File: config.mk
export PLATFORM = sky130hd
export DESIGN_NAME = zigzag_buffer
export DESIGN_NICKNAME = d
export VERILOG_FILES = /design/src/rtl/codec_pkg.sv /design/src/rtl/ffen.sv /design/src/rtl/zz_bank.sv /design/src/rtl/zigzag_buffer.sv
export SDC_FILE = /design/constraint.sdc
export NUM_CORES = 2
export LEC_CHECK = 0
export BUFFER_PORTS_ARGS = -buffer_cell sky130_fd_sc_hd__clkbuf_2
export CAP_MARGIN = 30
export CORE_MARGIN = 1.5
export CORE_UTILIZATION = 50
export CTS_CLUSTER_DIAMETER = 100
export DETAILED_ROUTE_END_ITERATION = 10
export PLACE_DENSITY_LB_ADDON = 0.25
export SLEW_MARGIN = 40
export SYNTH_ARGS = -nofsm -noshare
export SYNTH_HDL_FRONTEND = slang
export SYNTH_SLANG_ARGS = --single-unit
export TNS_END_PERCENT = 30
File: constraint.sdc
create_clock -name clk -period 4.4 [get_ports clk]
set_input_delay 0.66 -clock clk [delete_from_list [all_inputs] [get_ports clk]]
set_output_delay 0.66 -clock clk [all_outputs]
set_load 0.02 [all_outputs]
File: src/rtl/codec_pkg.sv
// Shared codec constants: 8x8 block geometry and the JPEG zigzag-to-raster map.
package codec_pkg;

  localparam int BLK_DIM  = 32'd8;
  localparam int BLK_SIZE = 32'd64;
  localparam int IDX_W    = 32'd6;

  // Entry k holds the raster index u*8+v (u = row) of zigzag position k.
  localparam logic [IDX_W-1:0] ZZ_LUT [BLK_SIZE] = '{
    6'd0,  6'd1,  6'd8,  6'd16, 6'd9,  6'd2,  6'd3,  6'd10,
    6'd17, 6'd24, 6'd32, 6'd25, 6'd18, 6'd11, 6'd4,  6'd5,
    6'd12, 6'd19, 6'd26, 6'd33, 6'd40, 6'd48, 6'd41, 6'd34,
    6'd27, 6'd20, 6'd13, 6'd6,  6'd7,  6'd14, 6'd21, 6'd28,
    6'd35, 6'd42, 6'd49, 6'd56, 6'd57, 6'd50, 6'd43, 6'd36,
    6'd29, 6'd22, 6'd15, 6'd23, 6'd30, 6'd37, 6'd44, 6'd51,
    6'd58, 6'd59, 6'd52, 6'd45, 6'd38, 6'd31, 6'd39, 6'd46,
    6'd53, 6'd60, 6'd61, 6'd54, 6'd47, 6'd55, 6'd62, 6'd63
  };

  function automatic logic [IDX_W-1:0] zz_to_raster(input logic [IDX_W-1:0] k);
    return ZZ_LUT[k];
  endfunction

endpackage

File: src/rtl/ffen.sv
// Enable flop with asynchronous active-low clear, used for all control state.
module ffen #(
  parameter int W = 32'd1
) (
  input  logic         clk,
  input  logic         rst_n,
  input  logic         en,
  input  logic [W-1:0] d,
  output logic [W-1:0] q
);

  // Load d when enabled; clear to zero while in reset.
  always_ff @(posedge clk or negedge rst_n) begin
    if (!rst_n) begin
      q <= '0;
    end else if (en) begin
      q <= d;
    end
  end

endmodule

File: src/rtl/zz_bank.sv
// 64-entry coefficient bank: one synchronous write port, one combinational read port.
module zz_bank
  import codec_pkg::*;
#(
  parameter int DATA_W = 32'd12
) (
  input  logic              clk,
  input  logic              we,
  input  logic [IDX_W-1:0]  waddr,
  input  logic [DATA_W-1:0] wdata,
  input  logic [IDX_W-1:0]  raddr,
  output logic [DATA_W-1:0] rdata
);

  logic [DATA_W-1:0] mem_r [BLK_SIZE];

  // Contents are deliberately not reset; unwritten entries keep stale data.
  always_ff @(posedge clk) begin
    if (we) begin
      mem_r[waddr] <= wdata;
    end
  end

  assign rdata = mem_r[raddr];

endmodule

File: src/rtl/zigzag_buffer.sv
// Ping-pong 8x8 block buffer: raster-addressed writes in, zigzag-ordered stream out.
module zigzag_buffer
  import codec_pkg::*;
#(
  parameter int DATA_W = 32'd12
) (
  input  logic              clk,
  input  logic              rst,
  input  logic              in_valid,
  input  logic [2:0]        in_u,
  input  logic [2:0]        in_v,
  input  logic [DATA_W-1:0] in_data,
  input  logic              in_last,
  output logic              in_ready,
  output logic              out_valid,
  output logic [DATA_W-1:0] out_data,
  output logic [5:0]        out_idx,
  output logic              out_last,
  input  logic              out_ready
);

  logic [1:0]        full_r;
  logic [1:0]        full_nxt_s;
  logic [1:0]        set_s;
  logic [1:0]        clr_s;
  logic              wr_bank_r;
  logic              rd_bank_r;
  logic [IDX_W-1:0]  k_r;
  logic              wr_fire_s;
  logic              blk_done_s;
  logic              rd_fire_s;
  logic              rd_wrap_s;
  logic [IDX_W-1:0]  waddr_s;
  logic [IDX_W-1:0]  raddr_s;
  logic [DATA_W-1:0] rdata0_s;
  logic [DATA_W-1:0] rdata1_s;

  assign in_ready   = ~full_r[wr_bank_r];
  assign out_valid  = full_r[rd_bank_r];
  assign wr_fire_s  = in_valid & in_ready;
  assign blk_done_s = wr_fire_s & in_last;
  assign rd_fire_s  = out_valid & out_ready;
  assign rd_wrap_s  = rd_fire_s & (k_r == 6'd63);

  // Fill and drain always target different banks, so set and clear never collide.
  assign set_s      = {1'b0, blk_done_s} << wr_bank_r;
  assign clr_s      = {1'b0, rd_wrap_s} << rd_bank_r;
  assign full_nxt_s = (full_r | set_s) & ~clr_s;

  ffen #(.W(32'd2)) u_full (
    .clk(clk), .rst_n(rst), .en(blk_done_s | rd_wrap_s), .d(full_nxt_s), .q(full_r)
  );

  ffen #(.W(32'd1)) u_wr_bank (
    .clk(clk), .rst_n(rst), .en(blk_done_s), .d(~wr_bank_r), .q(wr_bank_r)
  );

  ffen #(.W(32'd1)) u_rd_bank (
    .clk(clk), .rst_n(rst), .en(rd_wrap_s), .d(~rd_bank_r), .q(rd_bank_r)
  );

  ffen #(.W(IDX_W)) u_k (
    .clk(clk), .rst_n(rst), .en(rd_fire_s), .d(k_r + 6'd1), .q(k_r)
  );

  assign waddr_s = {in_u, in_v};
  assign raddr_s = zz_to_raster(k_r);

  zz_bank #(.DATA_W(DATA_W)) u_bank0 (
    .clk(clk), .we(wr_fire_s & ~wr_bank_r), .waddr(waddr_s), .wdata(in_data),
    .raddr(raddr_s), .rdata(rdata0_s)
  );

  zz_bank #(.DATA_W(DATA_W)) u_bank1 (
    .clk(clk), .we(wr_fire_s & wr_bank_r), .waddr(waddr_s), .wdata(in_data),
    .raddr(raddr_s), .rdata(rdata1_s)
  );

  // Present the draining bank's coefficient, forced to zero when nothing is valid.
  always_comb begin
    out_data = '0;
    if (!out_valid) begin
      out_data = '0;
    end else if (rd_bank_r) begin
      out_data = rdata1_s;
    end else begin
      out_data = rdata0_s;
    end
  end

  assign out_idx  = k_r;
  assign out_last = out_valid & (k_r == 6'd63);

endmodule

**Yosys cells after proc, flatten, opt, wreduce, memory -nomap -nowiden**

Memory sizes are Yosys's and may differ from the RTL's.
Cells that the tools add are included.
W data, S select, Z words.

- Memories kept: 3
- ROM bits: 384
- Output and inout bits: 21
- Bits in writable memories: 1536
- Register bits: 10
- Input port bits: 23

- Magnitude comparators: 3
- Bitwise logic cells: 15
- Add/sub/neg operators: 1
- Equal/unequal tests: 1
- Shift-type cells: 2
- Muxes and demuxes: 12

Memories:

| name | words | width | rd ports | clocked after Yosys merged registers in | write ports | line | source |
|---|---|---|---|---|---|---|---|
| u_bank0.mem_r | 64 | 12 | 1 | 0 | 1 | zz_bank.sv:15 | `logic [DATA_W-1:0] mem_r [BLK_SIZE];` |
| u_bank1.mem_r | 64 | 12 | 1 | 0 | 1 | zz_bank.sv:15 |  |
| (no name shown) | 64 | 6 | 1 | 0 | 0 | codec_pkg.sv:21 | `return ZZ_LUT[k];` |

Operators with widths:

| operator | number |
|---|---|
| $mux W12 | 2 |
| $mux W6 | 2 |
| $mux W1 | 8 |
| $and A1 B1 Y1 | 7 |
| $ge A7 B7 Y1 const B | 1 |
| $not A6 Y7 | 1 |
| $add A6 B1 Y6 const B | 1 |
| $eq A6 B6 Y1 const B | 1 |
| $lt A1 B2 Y1 const B | 2 |
| $shl A1 B1 Y2 | 2 |
| $not A1 Y1 | 3 |
| $and A2 B2 Y2 | 1 |
| $not A2 Y2 | 1 |
| $or A2 B2 Y2 | 1 |
| $or A1 B1 Y1 | 1 |

**Logic depth before layout (Yosys ltp)**

- Depth after elaboration: 8
- Mapped depth: 17

**Cells and area by module**

From an unflattened synthesis, not the netlist that was laid out.

- Cell total of the unflattened synthesis: 2823
- Area total of the unflattened synthesis: 60744.5 um^2

By module, submodules not included:

| module | instances | area an instance (um^2) | sequential area each (um^2) | cells an instance |
|---|---|---|---|---|
| zz_bank | 2 | 29610.9 | 23062.1 | 1327 |
| zigzag_buffer | 1 | 1118.6 | 0.0 | 148 |
| ffen (u_k) | 1 | 251.5 | 150.1 | 13 |
| ffen (u_rd_bank ...) | 2 | 40.0 | 25.0 | 2 |
| ffen (u_full) | 1 | 72.6 | 50.0 | 4 |

**Worst setup path after synthesis**

Ideal clock, no wire load.

- Path type: register to output
- Start point: register u_k.q[0]
- End point: output out_data[8]
- Required time: 3740 ps
- Path buffers: 6
- Cell stages (with the launch flop): 18
- Path slack: -230 ps
- Data arrival time: 3970 ps
- Path through: dfrtp_1 -> buf_2 -> inv_1 -> ha_1 -> clkbuf_1 -> mux2_2 -> a21oi_1 -> a311o_1 -> buf_4 -> nand2_8 -> buf_8 -> buf_6 -> buf_2 -> a211oi_1 -> o211ai_1 -> o211ai_1 -> a31oi_1 -> nor4_1

- Cells in the longest elaborated chain, start to end: 7
- Elaborated cells on any way between the ends: 8

RTL lines:

| item | line | source |
|---|---|---|
| start, declared | ffen.sv:9 | `output logic [W-1:0] q` |
| start signal, assigned | ffen.sv:15 | `q <= '0;` |
| start signal, assigned | ffen.sv:17 | `q <= d;` |
| $not A6 Y7 (not written as such) (*) | codec_pkg.sv:21 |  |
| $mem_v2 Z64 W6 (*) | - |  |
| $mux W6 (not written as such) (*) (2 in series) | codec_pkg.sv:21 |  |
| $mem_v2 Z64 W12 | - |  |
| $mux W12 (*) | zigzag_buffer.sv:84 | `end else if (rd_bank_r) begin` |
| $mux W12 (*) | zigzag_buffer.sv:82 | `if (!out_valid) begin` |
| end, declared | zigzag_buffer.sv:16 | `output logic [DATA_W-1:0] out_data,` |

Every way passes the cells marked *; elsewhere a longest branch is shown, timed or not. The select of a mux whose other input is x is not followed.

**Worst setup path in the final report**

- Start point: register u_k.q[1]
- End point: output out_data[4]

Same word-level chain as after synthesis.

==> out/metrics.cfg <==
[route]
vias_per_cell = 6.10
wl_um = 182000
drt_iter0_drc = 5342
ant_nets = 0
drc = 0
dr.pass1.iters = 6
wire_per_inst_um = 27.1
dr_total_vias = 41100

[die]
core_um2 = 125000
dieWidth_um = 358
io_pins = 44
initial_utilization = 0.503
rows = 130
dieArea_um2 = 128000
fp.dieH_um = 358

[logic_synthesis]
ys_seq_area_frac = 0.737
synthFlopType = edfxtp_1
synth_most_common_cell = edfxtp_1
syn_area_um2 = 63000
yosysTopAreaCellShare = 0.733
ys_ff_latch = 1546
yosysWarnings = 0
avgSynthCellArea_um2 = 14.1
synth_commonest_cells = edfxtp_1, nand2_1, nand3_1
synth.net_count = 4500
syn_inst = 4462
synth_edf_count = 1536
synth_area_leaders = edfxtp_1, nand2_1, nand3_1, mux2i_1, mux4_2
async_flop_share = 0.00647
yosysUniqueCellTypes = 88
synth_area_leader_cell = edfxtp_1

[timing]
fin_crit_sh = 1.21
setup_ws_ns = -0.937
min_period_ns = 5.34
worstMarginPinSlew_ns = 0.913
maxSlewViolCount = 0
hold_viol = 0
rsz0062_at_grt = true
finalClockSkew_ns = 0.0203
finalSetupViolations = 12
holdWs_ns = 0.189
relSlewSlack = 0.391
max_freq_mhz = 187

[placement]
dp_hpwl_um = 107000
gp_congestion = 0.891
dp_slack_ns = -0.768
placed_cell_area_um2 = 68200
numPortBuffers = 43

[worst_setup_path]
worstSetupPathType = reg -> out
rrSetupSlack_ns = 1.37
crit_arrival_ns = 4.68
path_max_fanout = 7
rr_endpoint = u_rd_bank.q
r2r-start = u_rd_bank.q
crit_required_ns = 3.74
worstSetupStartpointType = flop
reg2reg_depth = 7
cp-end-kind = primary output

[run_status]
violations = setup timing
status = finished, violations left

[global_route]
grt_pass1_wl_um = 261000
grt_max_degree = 91
grt_pass1_vias = 39300
grt_overflow_total = 0
grtUsageTotal = 0.278
antenna_found_initial = 6

[cts]
htree_levels = 4
cts_root_buf = clkbuf_16
clock_latency_ns = 0.80
clock_path_buffers = 3
cts_buffers = 158
cts_tree = built
clock-sinks = 1546
clkTransAtPathRegs_ns = 0.06

[worst_hold_path]
hp-start = in_last
min_path_type = in -> reg
hold_depth = 2
min_to = u_wr_bank.q

[run]
cap_viol_max_count = 0

[final_layout]
final_nets = 4997
drive_above_1_share = 0.224
fin_area_um2 = 76500
utilization = 0.611
area_growth_pct = 21.5

## final cells by class
class	instances	area, um2
fill	9205	48700
tap	1650	2060
sequential	1546	46400
antenna	4	10.0
timing repair buffer	643	6640
multi-input combinational	2600	16400
clock buffer	201	4230
clock inverter	86	785
inverter	10	43.8
## critical path: stages, from the launching register on
cell       delay [ns]
dfrtp_1          0.42
inv_2            0.08
ha_4             0.27
buf_4            0.13
mux2i_1          0.16
a2bb2oi_2        0.09
buf_4            0.14
a32oi_4          0.17
buf_12           0.19
buf_12           0.15
buf_4            0.12
mux4_1           0.55
mux2i_1          0.24
a211o_1          0.27
nor4_4           0.08
a211oi_4         0.44
a311oi_2         0.12
buf_4            0.22
## worst max-delay path by stage
stage / start / endpoint / slack, ns / cells past startpoint
floorplan: u_k.q[0] / out_data[5] / 0.07 / 17
global placement: u_k.q[1] / out_data[0] / -0.76 / 16
detailed placement: u_k.q[1] / out_data[0] / -0.77 / 16
CTS: u_k.q[1] / out_data[6] / -0.93 / 19
global route: u_k.q[1] / out_data[8] / -1.07 / 19
finish: u_k.q[1] / out_data[4] / -0.94 / 17
## stage by stage
| stage | instances | TNS (ns) |
|---|---|---|
| after CTS | 6695 | -11.00 |
| after detailed placement | 6333 | -6.31 |
| after global routing | 6738 | -12.18 |
| after floorplan | 4462 | 0 |
| after global placement | 6333 | -6.29 |
| final | 6740 | -10.83 |
## cells by family (layout without fill, tap and decap cells)
family / count (synthesis) / in the layout / synth area share
DFF: 1546 / 1546 / 0.737
xor gates and xnor gates: 5 / 5 / 0.000696
buffers and inverters: 316 / 940 / 0.0264
adders and majority gates: 15 / 15 / 0.00298
and+or+nand+nor: 1935 / 1935 / 0.136
other: 0 / 4 / 0
muxes: 207 / 207 / 0.0471
AOI/OAI and AO/OA: 438 / 438 / 0.0503
## placed cells by master, fill, tap and decap left out, types with 10 or more instances in the layout
master	netlist	layout
edfxtp_1	1536	1536
bufbuf_16	0	10
a211oi_1	41	28
a32o_1	20	17
a311oi_1	53	32
o21ai_1	14	17
mux2i_1	135	122
nor2_1	157	133
clkbuf_8	0	10
nand3_1	535	534
nor2_2	2	24
nand4_1	46	46
bufinv_16	0	10
mux2i_2	0	11
mux4_2	42	51
buf_6	20	52
clkinv_2	0	27
a31oi_1	27	19
a21oi_1	113	105
buf_12	0	53
nor4b_1	29	29
o211ai_1	36	36
nor4_4	0	14
nor3_1	22	17
nand2_1	1049	1047
o22ai_1	14	10
clkbuf_16	0	174
nor4_2	1	11
a311oi_2	2	14
mux4_1	22	13
clkbuf_2	0	19
o21ai_0	24	20
clkinv_1	0	32
buf_4	43	458
buf_16	0	21
clkbuf_1	115	35
## timing repair
item / CTS / global route
gates cloned: 18 / 13
pin swaps: 54 / 72
hold endpoints to repair: 10 / 0
buffers inserted: 56 / 34
endpoints found under the setup margin: 12 / 12
hold buffers: 1 / 0
gates resized for setup: 191 / 166
## per-layer routing
layer | share of wire | up-vias | global-route usage
met5 | 0.00019 | - | 0
met4 | 0.034 | 6 | 0.100
met3 | 0.10 | 329 | 0.0519
met2 | 0.47 | 2229 | 0.433
met1 | 0.40 | 20600 | 0.394
li1 | - | 17900 | -
## sequential cells by signal (all words and copies together), names as in the netlist
name,flops
u_full.q,2
u_wr_bank.q,1
u_bank0.mem_r,768
u_rd_bank.q,1
u_bank1.mem_r,768
u_k.q,6
Power is not shown: default switching activity piles up to over one toggle a cycle in this logic, so the estimate is an artifact.
